--- src/rtl/multicycle_control_fsm.sv ---
`default_nettype none
//============================================================================
// Module   : multicycle_control_fsm
// Purpose  : Sequenced control unit for the 16-bit multi-cycle RISC core.
//            Runs FETCH/DECODE/EXEC/MEM/WB over a single-port memory,
//            tolerates variable memory latency through a ready handshake
//            with a bounded wait, and counts retired instructions.
// Ports    : clk, rst_n (async, active-low)
//            opcode                  - opcode field of the instruction reg
//            alu_zero_flag_in        - ALU zero flag (BEQZ condition)
//            mem_ready_in            - memory access completes this cycle
//            run_in                  - resume pulse, only honoured in HALT
//            ir_load_out, pc_write_out, pc_src_select_out
//            mem_read_enable_out, mem_write_enable_out,
//            mem_address_select_out
//            reg_write_enable_out, mem_to_reg_select_out
//            alu_opcode_out, alu_src_select_out
//            halt_cpu_out, fault_out, state_out, retired_count_out
// Revision : 1.0 - initial release
//============================================================================
module multicycle_control_fsm #(
    parameter int OPCODE_WIDTH = 4,
    parameter int WAIT_TIMEOUT = 15,
    parameter int RETIRE_WIDTH = 16
) (
    input  logic                    clk,
    input  logic                    rst_n,
    input  logic [OPCODE_WIDTH-1:0] opcode,
    input  logic                    alu_zero_flag_in,
    input  logic                    mem_ready_in,
    input  logic                    run_in,
    output logic                    ir_load_out,
    output logic                    pc_write_out,
    output logic [1:0]              pc_src_select_out,
    output logic                    mem_read_enable_out,
    output logic                    mem_write_enable_out,
    output logic                    mem_address_select_out,
    output logic                    reg_write_enable_out,
    output logic                    mem_to_reg_select_out,
    output logic [3:0]              alu_opcode_out,
    output logic                    alu_src_select_out,
    output logic                    halt_cpu_out,
    output logic                    fault_out,
    output logic [2:0]              state_out,
    output logic [RETIRE_WIDTH-1:0] retired_count_out
);

    // ISA opcodes (low 4 bits of the instruction opcode field)
    localparam logic [3:0] C_OP_NOP  = 4'h0;
    localparam logic [3:0] C_OP_ADD  = 4'h1;
    localparam logic [3:0] C_OP_SUB  = 4'h2;
    localparam logic [3:0] C_OP_AND  = 4'h3;
    localparam logic [3:0] C_OP_OR   = 4'h4;
    localparam logic [3:0] C_OP_XOR  = 4'h5;
    localparam logic [3:0] C_OP_NOT  = 4'h6;
    localparam logic [3:0] C_OP_MOV  = 4'h7;
    localparam logic [3:0] C_OP_LD   = 4'h8;
    localparam logic [3:0] C_OP_ST   = 4'h9;
    localparam logic [3:0] C_OP_BEQZ = 4'hA;
    localparam logic [3:0] C_OP_JMP  = 4'hB;
    localparam logic [3:0] C_OP_HLT  = 4'hE;

    // ALU function codes
    localparam logic [3:0] C_ALU_ADD = 4'b0001;
    localparam logic [3:0] C_ALU_SUB = 4'b0010;
    localparam logic [3:0] C_ALU_AND = 4'b0011;
    localparam logic [3:0] C_ALU_OR  = 4'b0100;
    localparam logic [3:0] C_ALU_XOR = 4'b0101;
    localparam logic [3:0] C_ALU_NOT = 4'b0110;
    localparam logic [3:0] C_ALU_BYP = 4'b1111;

    // PC source and memory address selects
    localparam logic [1:0] C_PC_INC   = 2'd0;
    localparam logic [1:0] C_PC_JMP   = 2'd1;
    localparam logic [1:0] C_PC_BR    = 2'd2;
    localparam logic       C_ADDR_PC  = 1'b0;
    localparam logic       C_ADDR_ALU = 1'b1;

    // Wait counter only needs to reach WAIT_TIMEOUT
    localparam int C_WAIT_W = (WAIT_TIMEOUT > 0) ? $clog2(WAIT_TIMEOUT + 1) : 1;
    localparam logic [C_WAIT_W-1:0]     C_WAIT_LIMIT = C_WAIT_W'(WAIT_TIMEOUT);
    localparam logic [C_WAIT_W-1:0]     C_WAIT_ONE   = C_WAIT_W'(1);
    localparam logic [RETIRE_WIDTH-1:0] C_RET_ONE    = RETIRE_WIDTH'(1);

    typedef enum logic [2:0] {
        S_IDLE   = 3'd0,
        S_FETCH  = 3'd1,
        S_DECODE = 3'd2,
        S_EXEC   = 3'd3,
        S_MEM    = 3'd4,
        S_WB     = 3'd5,
        S_HALT   = 3'd6,
        S_FAULT  = 3'd7
    } state_t;

    state_t                  state_q, state_d;
    logic [3:0]              op_q, op_d;
    logic [C_WAIT_W-1:0]     wait_cnt_q, wait_cnt_d;
    logic [RETIRE_WIDTH-1:0] retired_q, retired_d;

    logic       w_retire;
    logic       w_timeout;
    logic       w_op_upper_zero;
    logic       w_wait_entry;
    logic       w_in_wait;
    logic [3:0] w_op_low;

    assign w_op_low = opcode[3:0];

    // Opcodes wider than the ISA are only legal with zero upper bits
    generate
        if (OPCODE_WIDTH > 4) begin : g_op_upper
            assign w_op_upper_zero = ~|opcode[OPCODE_WIDTH-1:4];
        end else begin : g_op_no_upper
            assign w_op_upper_zero = 1'b1;
        end
    endgenerate

    // Ready in the limit cycle still wins; only a missing ready faults
    generate
        if (WAIT_TIMEOUT > 0) begin : g_timeout_en
            assign w_timeout = (wait_cnt_q == C_WAIT_LIMIT) && !mem_ready_in;
        end else begin : g_timeout_off
            assign w_timeout = 1'b0;
        end
    endgenerate

    function automatic logic f_is_rtype(input logic [3:0] op);
        return (op == C_OP_ADD) || (op == C_OP_SUB) || (op == C_OP_AND) ||
               (op == C_OP_OR)  || (op == C_OP_XOR) || (op == C_OP_NOT);
    endfunction

    function automatic logic [3:0] f_rtype_alu(input logic [3:0] op);
        logic [3:0] alu;
        case (op)
            C_OP_ADD: alu = C_ALU_ADD;
            C_OP_SUB: alu = C_ALU_SUB;
            C_OP_AND: alu = C_ALU_AND;
            C_OP_OR:  alu = C_ALU_OR;
            C_OP_XOR: alu = C_ALU_XOR;
            C_OP_NOT: alu = C_ALU_NOT;
            default:  alu = C_ALU_BYP;
        endcase
        return alu;
    endfunction

    //------------------------------------------------------------------------
    // Next-state and control decode
    //------------------------------------------------------------------------
    always_comb begin
        state_d                = state_q;
        op_d                   = op_q;
        w_retire               = 1'b0;
        ir_load_out            = 1'b0;
        pc_write_out           = 1'b0;
        pc_src_select_out      = C_PC_INC;
        mem_read_enable_out    = 1'b0;
        mem_write_enable_out   = 1'b0;
        mem_address_select_out = C_ADDR_PC;
        reg_write_enable_out   = 1'b0;
        mem_to_reg_select_out  = 1'b0;
        alu_opcode_out         = C_ALU_BYP;
        alu_src_select_out     = 1'b0;
        halt_cpu_out           = 1'b0;
        fault_out              = 1'b0;

        case (state_q)
            S_IDLE: begin
                state_d = S_FETCH;
            end

            S_FETCH: begin
                mem_read_enable_out    = 1'b1;
                mem_address_select_out = C_ADDR_PC;
                if (mem_ready_in) begin
                    ir_load_out       = 1'b1;
                    pc_write_out      = 1'b1;
                    pc_src_select_out = C_PC_INC;
                    state_d           = S_DECODE;
                end else if (w_timeout) begin
                    state_d = S_FAULT;
                end
            end

            S_DECODE: begin
                op_d = w_op_low;
                if (!w_op_upper_zero) begin
                    state_d = S_FAULT;
                end else begin
                    case (w_op_low)
                        C_OP_NOP: begin
                            state_d  = S_FETCH;
                            w_retire = 1'b1;
                        end
                        C_OP_ADD, C_OP_SUB, C_OP_AND, C_OP_OR, C_OP_XOR,
                        C_OP_NOT, C_OP_MOV, C_OP_LD, C_OP_ST, C_OP_BEQZ,
                        C_OP_JMP: begin
                            state_d = S_EXEC;
                        end
                        C_OP_HLT: begin
                            state_d  = S_HALT;
                            w_retire = 1'b1;
                        end
                        default: begin
                            state_d = S_FAULT;
                        end
                    endcase
                end
            end

            S_EXEC: begin
                if (f_is_rtype(op_q)) begin
                    alu_opcode_out     = f_rtype_alu(op_q);
                    alu_src_select_out = 1'b0;
                    state_d            = S_WB;
                end else begin
                    case (op_q)
                        C_OP_MOV: begin
                            alu_opcode_out     = C_ALU_ADD;
                            alu_src_select_out = 1'b1;
                            state_d            = S_WB;
                        end
                        C_OP_LD, C_OP_ST: begin
                            alu_opcode_out         = C_ALU_ADD;
                            alu_src_select_out     = 1'b0;
                            mem_address_select_out = C_ADDR_ALU;
                            state_d                = S_MEM;
                        end
                        C_OP_BEQZ: begin
                            alu_opcode_out     = C_ALU_BYP;
                            alu_src_select_out = 1'b1;
                            if (alu_zero_flag_in) begin
                                pc_write_out      = 1'b1;
                                pc_src_select_out = C_PC_BR;
                            end
                            state_d  = S_FETCH;
                            w_retire = 1'b1;
                        end
                        C_OP_JMP: begin
                            pc_write_out      = 1'b1;
                            pc_src_select_out = C_PC_JMP;
                            state_d           = S_FETCH;
                            w_retire          = 1'b1;
                        end
                        default: begin
                            // Only decoded opcodes reach EXEC; anything else is corruption
                            state_d = S_FAULT;
                        end
                    endcase
                end
            end

            S_MEM: begin
                // Address path held stable for the whole access
                alu_opcode_out         = C_ALU_ADD;
                mem_address_select_out = C_ADDR_ALU;
                case (op_q)
                    C_OP_LD: begin
                        mem_read_enable_out = 1'b1;
                        if (mem_ready_in) begin
                            state_d = S_WB;
                        end else if (w_timeout) begin
                            state_d = S_FAULT;
                        end
                    end
                    C_OP_ST: begin
                        mem_write_enable_out = 1'b1;
                        if (mem_ready_in) begin
                            state_d  = S_FETCH;
                            w_retire = 1'b1;
                        end else if (w_timeout) begin
                            state_d = S_FAULT;
                        end
                    end
                    default: begin
                        state_d = S_FAULT;
                    end
                endcase
            end

            S_WB: begin
                reg_write_enable_out  = 1'b1;
                mem_to_reg_select_out = (op_q == C_OP_LD);
                // Keep the ALU result stable while it is written back
                if (f_is_rtype(op_q)) begin
                    alu_opcode_out     = f_rtype_alu(op_q);
                    alu_src_select_out = 1'b0;
                end else if (op_q == C_OP_MOV) begin
                    alu_opcode_out     = C_ALU_ADD;
                    alu_src_select_out = 1'b1;
                end
                state_d  = S_FETCH;
                w_retire = 1'b1;
            end

            S_HALT: begin
                halt_cpu_out = 1'b1;
                if (run_in) begin
                    state_d = S_FETCH;
                end
            end

            S_FAULT: begin
                halt_cpu_out = 1'b1;
                fault_out    = 1'b1;
            end

            default: begin
                state_d = S_FAULT;
            end
        endcase
    end

    //------------------------------------------------------------------------
    // Wait and retire counters
    //------------------------------------------------------------------------
    assign w_in_wait = (state_q == S_FETCH) || (state_q == S_MEM);

    always_comb begin
        w_wait_entry = ((state_d == S_FETCH) || (state_d == S_MEM)) && (state_d != state_q);
        wait_cnt_d   = wait_cnt_q;
        if (w_wait_entry) begin
            wait_cnt_d = '0;
        end else if (w_in_wait && !mem_ready_in && (wait_cnt_q != '1)) begin
            wait_cnt_d = wait_cnt_q + C_WAIT_ONE;
        end

        retired_d = retired_q;
        if (w_retire && (retired_q != '1)) begin
            retired_d = retired_q + C_RET_ONE;
        end
    end

    always_ff @(posedge clk or negedge rst_n) begin
        if (!rst_n) begin
            state_q    <= S_IDLE;
            op_q       <= 4'h0;
            wait_cnt_q <= '0;
            retired_q  <= '0;
        end else begin
            state_q    <= state_d;
            op_q       <= op_d;
            wait_cnt_q <= wait_cnt_d;
            retired_q  <= retired_d;
        end
    end

    assign state_out         = state_q;
    assign retired_count_out = retired_q;

endmodule
`default_nettype wire

--- config.mk ---
export PLATFORM = sky130hd
export DESIGN_NAME = multicycle_control_fsm
export DESIGN_NICKNAME = d
export VERILOG_FILES = /design/src/rtl/multicycle_control_fsm.sv
export SDC_FILE = /design/constraint.sdc
export NUM_CORES = 1
export LEC_CHECK = 0
export CAP_MARGIN = 40
export CORE_MARGIN = 10
export CORE_UTILIZATION = 50
export CTS_BUF_LIST = sky130_fd_sc_hd__clkbuf_8
export CTS_CLUSTER_DIAMETER = 200
export CTS_CLUSTER_SIZE = 8
export DETAILED_ROUTE_END_ITERATION = 16
export HOLD_SLACK_MARGIN = 0.08
export PLACE_DENSITY = 0.87
export SLEW_MARGIN = 20
export SYNTH_ARGS = -nofsm -noshare
export SYNTH_HDL_FRONTEND = slang
export SYNTH_SLANG_ARGS = --single-unit
--- constraint.sdc ---
create_clock -name clk -period 4.76 [get_ports clk]
set_input_delay 0.952 -clock clk [delete_from_list [all_inputs] [get_ports clk]]
set_output_delay 0.952 -clock clk [all_outputs]
set_load 0.01 [all_outputs]
==> flow_metrics.env <==
export IMPL_power_total_mw=0.376
export IMPL_critPathMaxFanout=7
export IMPL_detail_route_drc_violations=0
export IMPL_worst_case_clock_buffer_depth=2
export IMPL_design_area_sq_um=2410
export IMPL_synth_edff_count=0
export IMPL_num_io_pins=44
export IMPL_total_via_count_in_the_routed_design=1659
export IMPL_grt_overflow=0
export IMPL_final_setup_skew_ps=6.76
export IMPL_drv_max_cap_violation_count=0
export IMPL_globalRouteTotalUtil=0.134
export IMPL_p_comb_frac=0.046
export IMPL_first_global_vias=1600
export IMPL_switching_share=0.212
export IMPL_filler_cell_count=300
export IMPL_static_leakage_power_nw=1.02
export IMPL_placementRows=22
export IMPL_nNetsFinal=254
export IMPL_synth_cells_most_frequent="27 x dfrtp_1, 16 x xor2_1, 14 x nand2_1"
export IMPL_timing_reg2reg_worst_path_depth=5
export IMPL_clockPowerShare=0.344
export IMPL_multiInputGateArea_sq_um=1160
export IMPL_antenna_cells=0
export IMPL_antenna_found_initial=0
export IMPL_core_outline_area_sq_um=3720
export IMPL_timing_final_ws_setup_ps=1180
export IMPL_cts_tree="yes"
export IMPL_syn_num_nets=217
export IMPL_whs_path_depth=1
export IMPL_global_route_wire_length_before_repair_mm=7.48
export IMPL_die_width_um=82.3
export IMPL_gp_routability_congestion=0.913
export IMPL_cts_repair_resize_count=0
export IMPL_post_synth_top_count_cell="dfrtp_1"
export IMPL_synth_top_area_share=0.349
export IMPL_cts_setup_buffers=0
export IMPL_post_synthesis_cell_area_sq_um=1940
export IMPL_status="completed"
export IMPL_setup_total_negative_slack_ps=0
export IMPL_cp_start_kind="input pin"
export IMPL_critical_path_required_ps=3810
export IMPL_clkLatencyLatePin_ps=270
export IMPL_synthCells=206
export IMPL_place_ws_ps=1140
export IMPL_tightest_slew_ps=774
export IMPL_cts_sink_count=27
export IMPL_cts_max_level=1
export IMPL_net_switching_power_mw=0.0796
export IMPL_cts_hold_repair_buffers=0
export IMPL_place_port_buffers=43
export IMPL_hold_path_class="register to register"
export IMPL_ctsRootBufferMaster="clkbuf_8"
export IMPL_timing_setup_critical_path_class="input pin to output port"
export IMPL_crit_arrival_ps=2630
export IMPL_synth_largest_area_cell="dfrtp_1"
export IMPL_setup_viol_count_final=0
export IMPL_yosysSeqAreaShare=0.349
export IMPL_cts_clk_slew_worst_paths_ps=90
export IMPL_placement_cell_area_sq_um=2350
export IMPL_final_max_slew_violation_count=0
export IMPL_maxSlewHeadroom=0.482
export IMPL_synth_cell_types=57
export IMPL_drt_iter0_drc=120
export IMPL_numCtsBuffers=3
export IMPL_drt_first_pass_iters=4
export IMPL_syn_area_cell_sq_um=9.41
export IMPL_drt_vias_per_instance=5.72
export IMPL_irDropWorstVdd_uv=121
export IMPL_routed_wl_mm=4.44
export IMPL_synthArstFlopShare=1.00
export IMPL_layout_area_seq_sq_um=676
export IMPL_unrepaired_setup_endpoints_after_global_routing="no"
export IMPL_ys_warnings_count=0
export IMPL_largest_net_degree_at_the_start_of_global_routing=28
export IMPL_finalHoldViolations=0
export IMPL_yosys_top_cells_area="dfrtp_1 35%, xor2_1 7.2%, a21oi_1 2.8%"
export IMPL_ant_nets=0
export IMPL_die_area_sq_um=6770
export IMPL_fin_crit_ps=3580
export IMPL_maxClockFrequency_ghz=0.279
export IMPL_ys_dominant_reg_cell="dfrtp_1"
export IMPL_ys_ff_latch=27
export IMPL_power_density_cell_area_nw_per_um2=156
export IMPL_detailedPlacementHpwl_mm=3.30
export IMPL_die_height_um=82.3
export IMPL_power_share_sequential=0.610
export IMPL_layout_cell_share_with_drive_strength_beyond_1=0.103
export IMPL_effective_utilization_at_floorplan=0.522
export IMPL_routedWlPerCell_um=15.3
export IMPL_internal_power_mw=0.296
export IMPL_post_route_period_util=0.753
export IMPL_timing_critical_path_to_type="output port"
export IMPL_syn_to_layout_area_delta_pct=24.5
per-stage QoR:
stage / instances / hold WS (ps) / util
6_report: 290 / 512 / 0.649
5_1_grt: 290 / 539 / 0.649
4_1_cts: 289 / 516 / 0.645
3_5_place_dp: 285 / 498 / 0.632
3_3_place_gp: 285 / 483 / 0.632
2_1_floorplan: 206 / 522 / -
power groups by stage:
stage,registers [mW],clock network (mW),logic [mW]
floorplan,0.234,0,0.00235
global placement,0.234,0,0.0172
detailed placement,0.234,0,0.0175
CTS,0.229,0.129,0.0176
global route,0.229,0.140,0.0191
finish,0.229,0.129,0.0173
critical path, stage by stage:
cell             delay [ps]
clkdlybuf4s50_1         670
nand2_1                 150
nor3_1                  200
nand2b_1                130
clkdlybuf4s50_1         530
routing by layer:
layer / wire [um] / track usage / vias to the layer above
li1: - / - / 833
met1: 1930 / 0.159 / 773
met2: 2110 / 0.233 / 48
met3: 361 / 0.0356 / 5
met4: 40 / 0.0340 / 0
met5: 0 / 0 / -
area by class of cell:
| cell class | count | area share |
|---|---|---|
| clock buffer | 3 | 0.0171 |
| timing repair buffer | 45 | 0.188 |
| inverter | 5 | 0.00778 |
| tap | 48 | 0.0249 |
| multi-input combinational | 161 | 0.480 |
| sequential | 27 | 0.280 |
| clock inverter | 1 | 0.00311 |
cell families after synthesis:
kind of cell,count (synthesis),share of synthesized area
adders and majority gates,2,0.0129
and+or+nand+nor,96,0.306
DFF,27,0.349
buffers and inverters,18,0.0542
AOI/OAI and AO/OA,39,0.161
xor gates and xnor gates,18,0.0813
muxes,6,0.0361
flip-flops by register name (all words and copies together) (netlist names):
signal	count
retired_count_out	16
op_q	4
wait_cnt_q	4
state_out	3
final timing paths:
path                                                   startpoint                                 to  slack, ps
worst min-delay path            retired_count_out[10]$_DFFE_PN0P_  retired_count_out[10]$_DFFE_PN0P_        510
max in group asynchronous                                   rst_n             state_out[0]$_DFF_PN0_       3470
worst max register to register             state_out[2]$_DFF_PN0_   retired_count_out[1]$_DFFE_PN0P_       2070
min in group asynchronous                                   rst_n  retired_count_out[15]$_DFFE_PN0P_       1030
worst min register to register  retired_count_out[10]$_DFFE_PN0P_  retired_count_out[10]$_DFFE_PN0P_        510
worst max-delay path                                 mem_ready_in                       pc_write_out       1180
layout by cell type, fill, tap and decap left out, types with 5 or more instances in the layout:
cell type        netlist  layout
clkdlybuf4s50_1        0      43
dfrtp_1               27      27
xor2_1                16      16
nand2_1               14      14
a21oi_1               11      11
nor2_1                10      10
nor3_1                10      10
nand3_1                8       8
and2_1                 7       7
o21ai_0                7       7
nand4_1                6       6
nor2b_1                5       5
nor4_1                 5       5
inv_1                  5       5
and3_1                 5       5
nand2b_1               5       5
(Power assumes the default switching activity.)
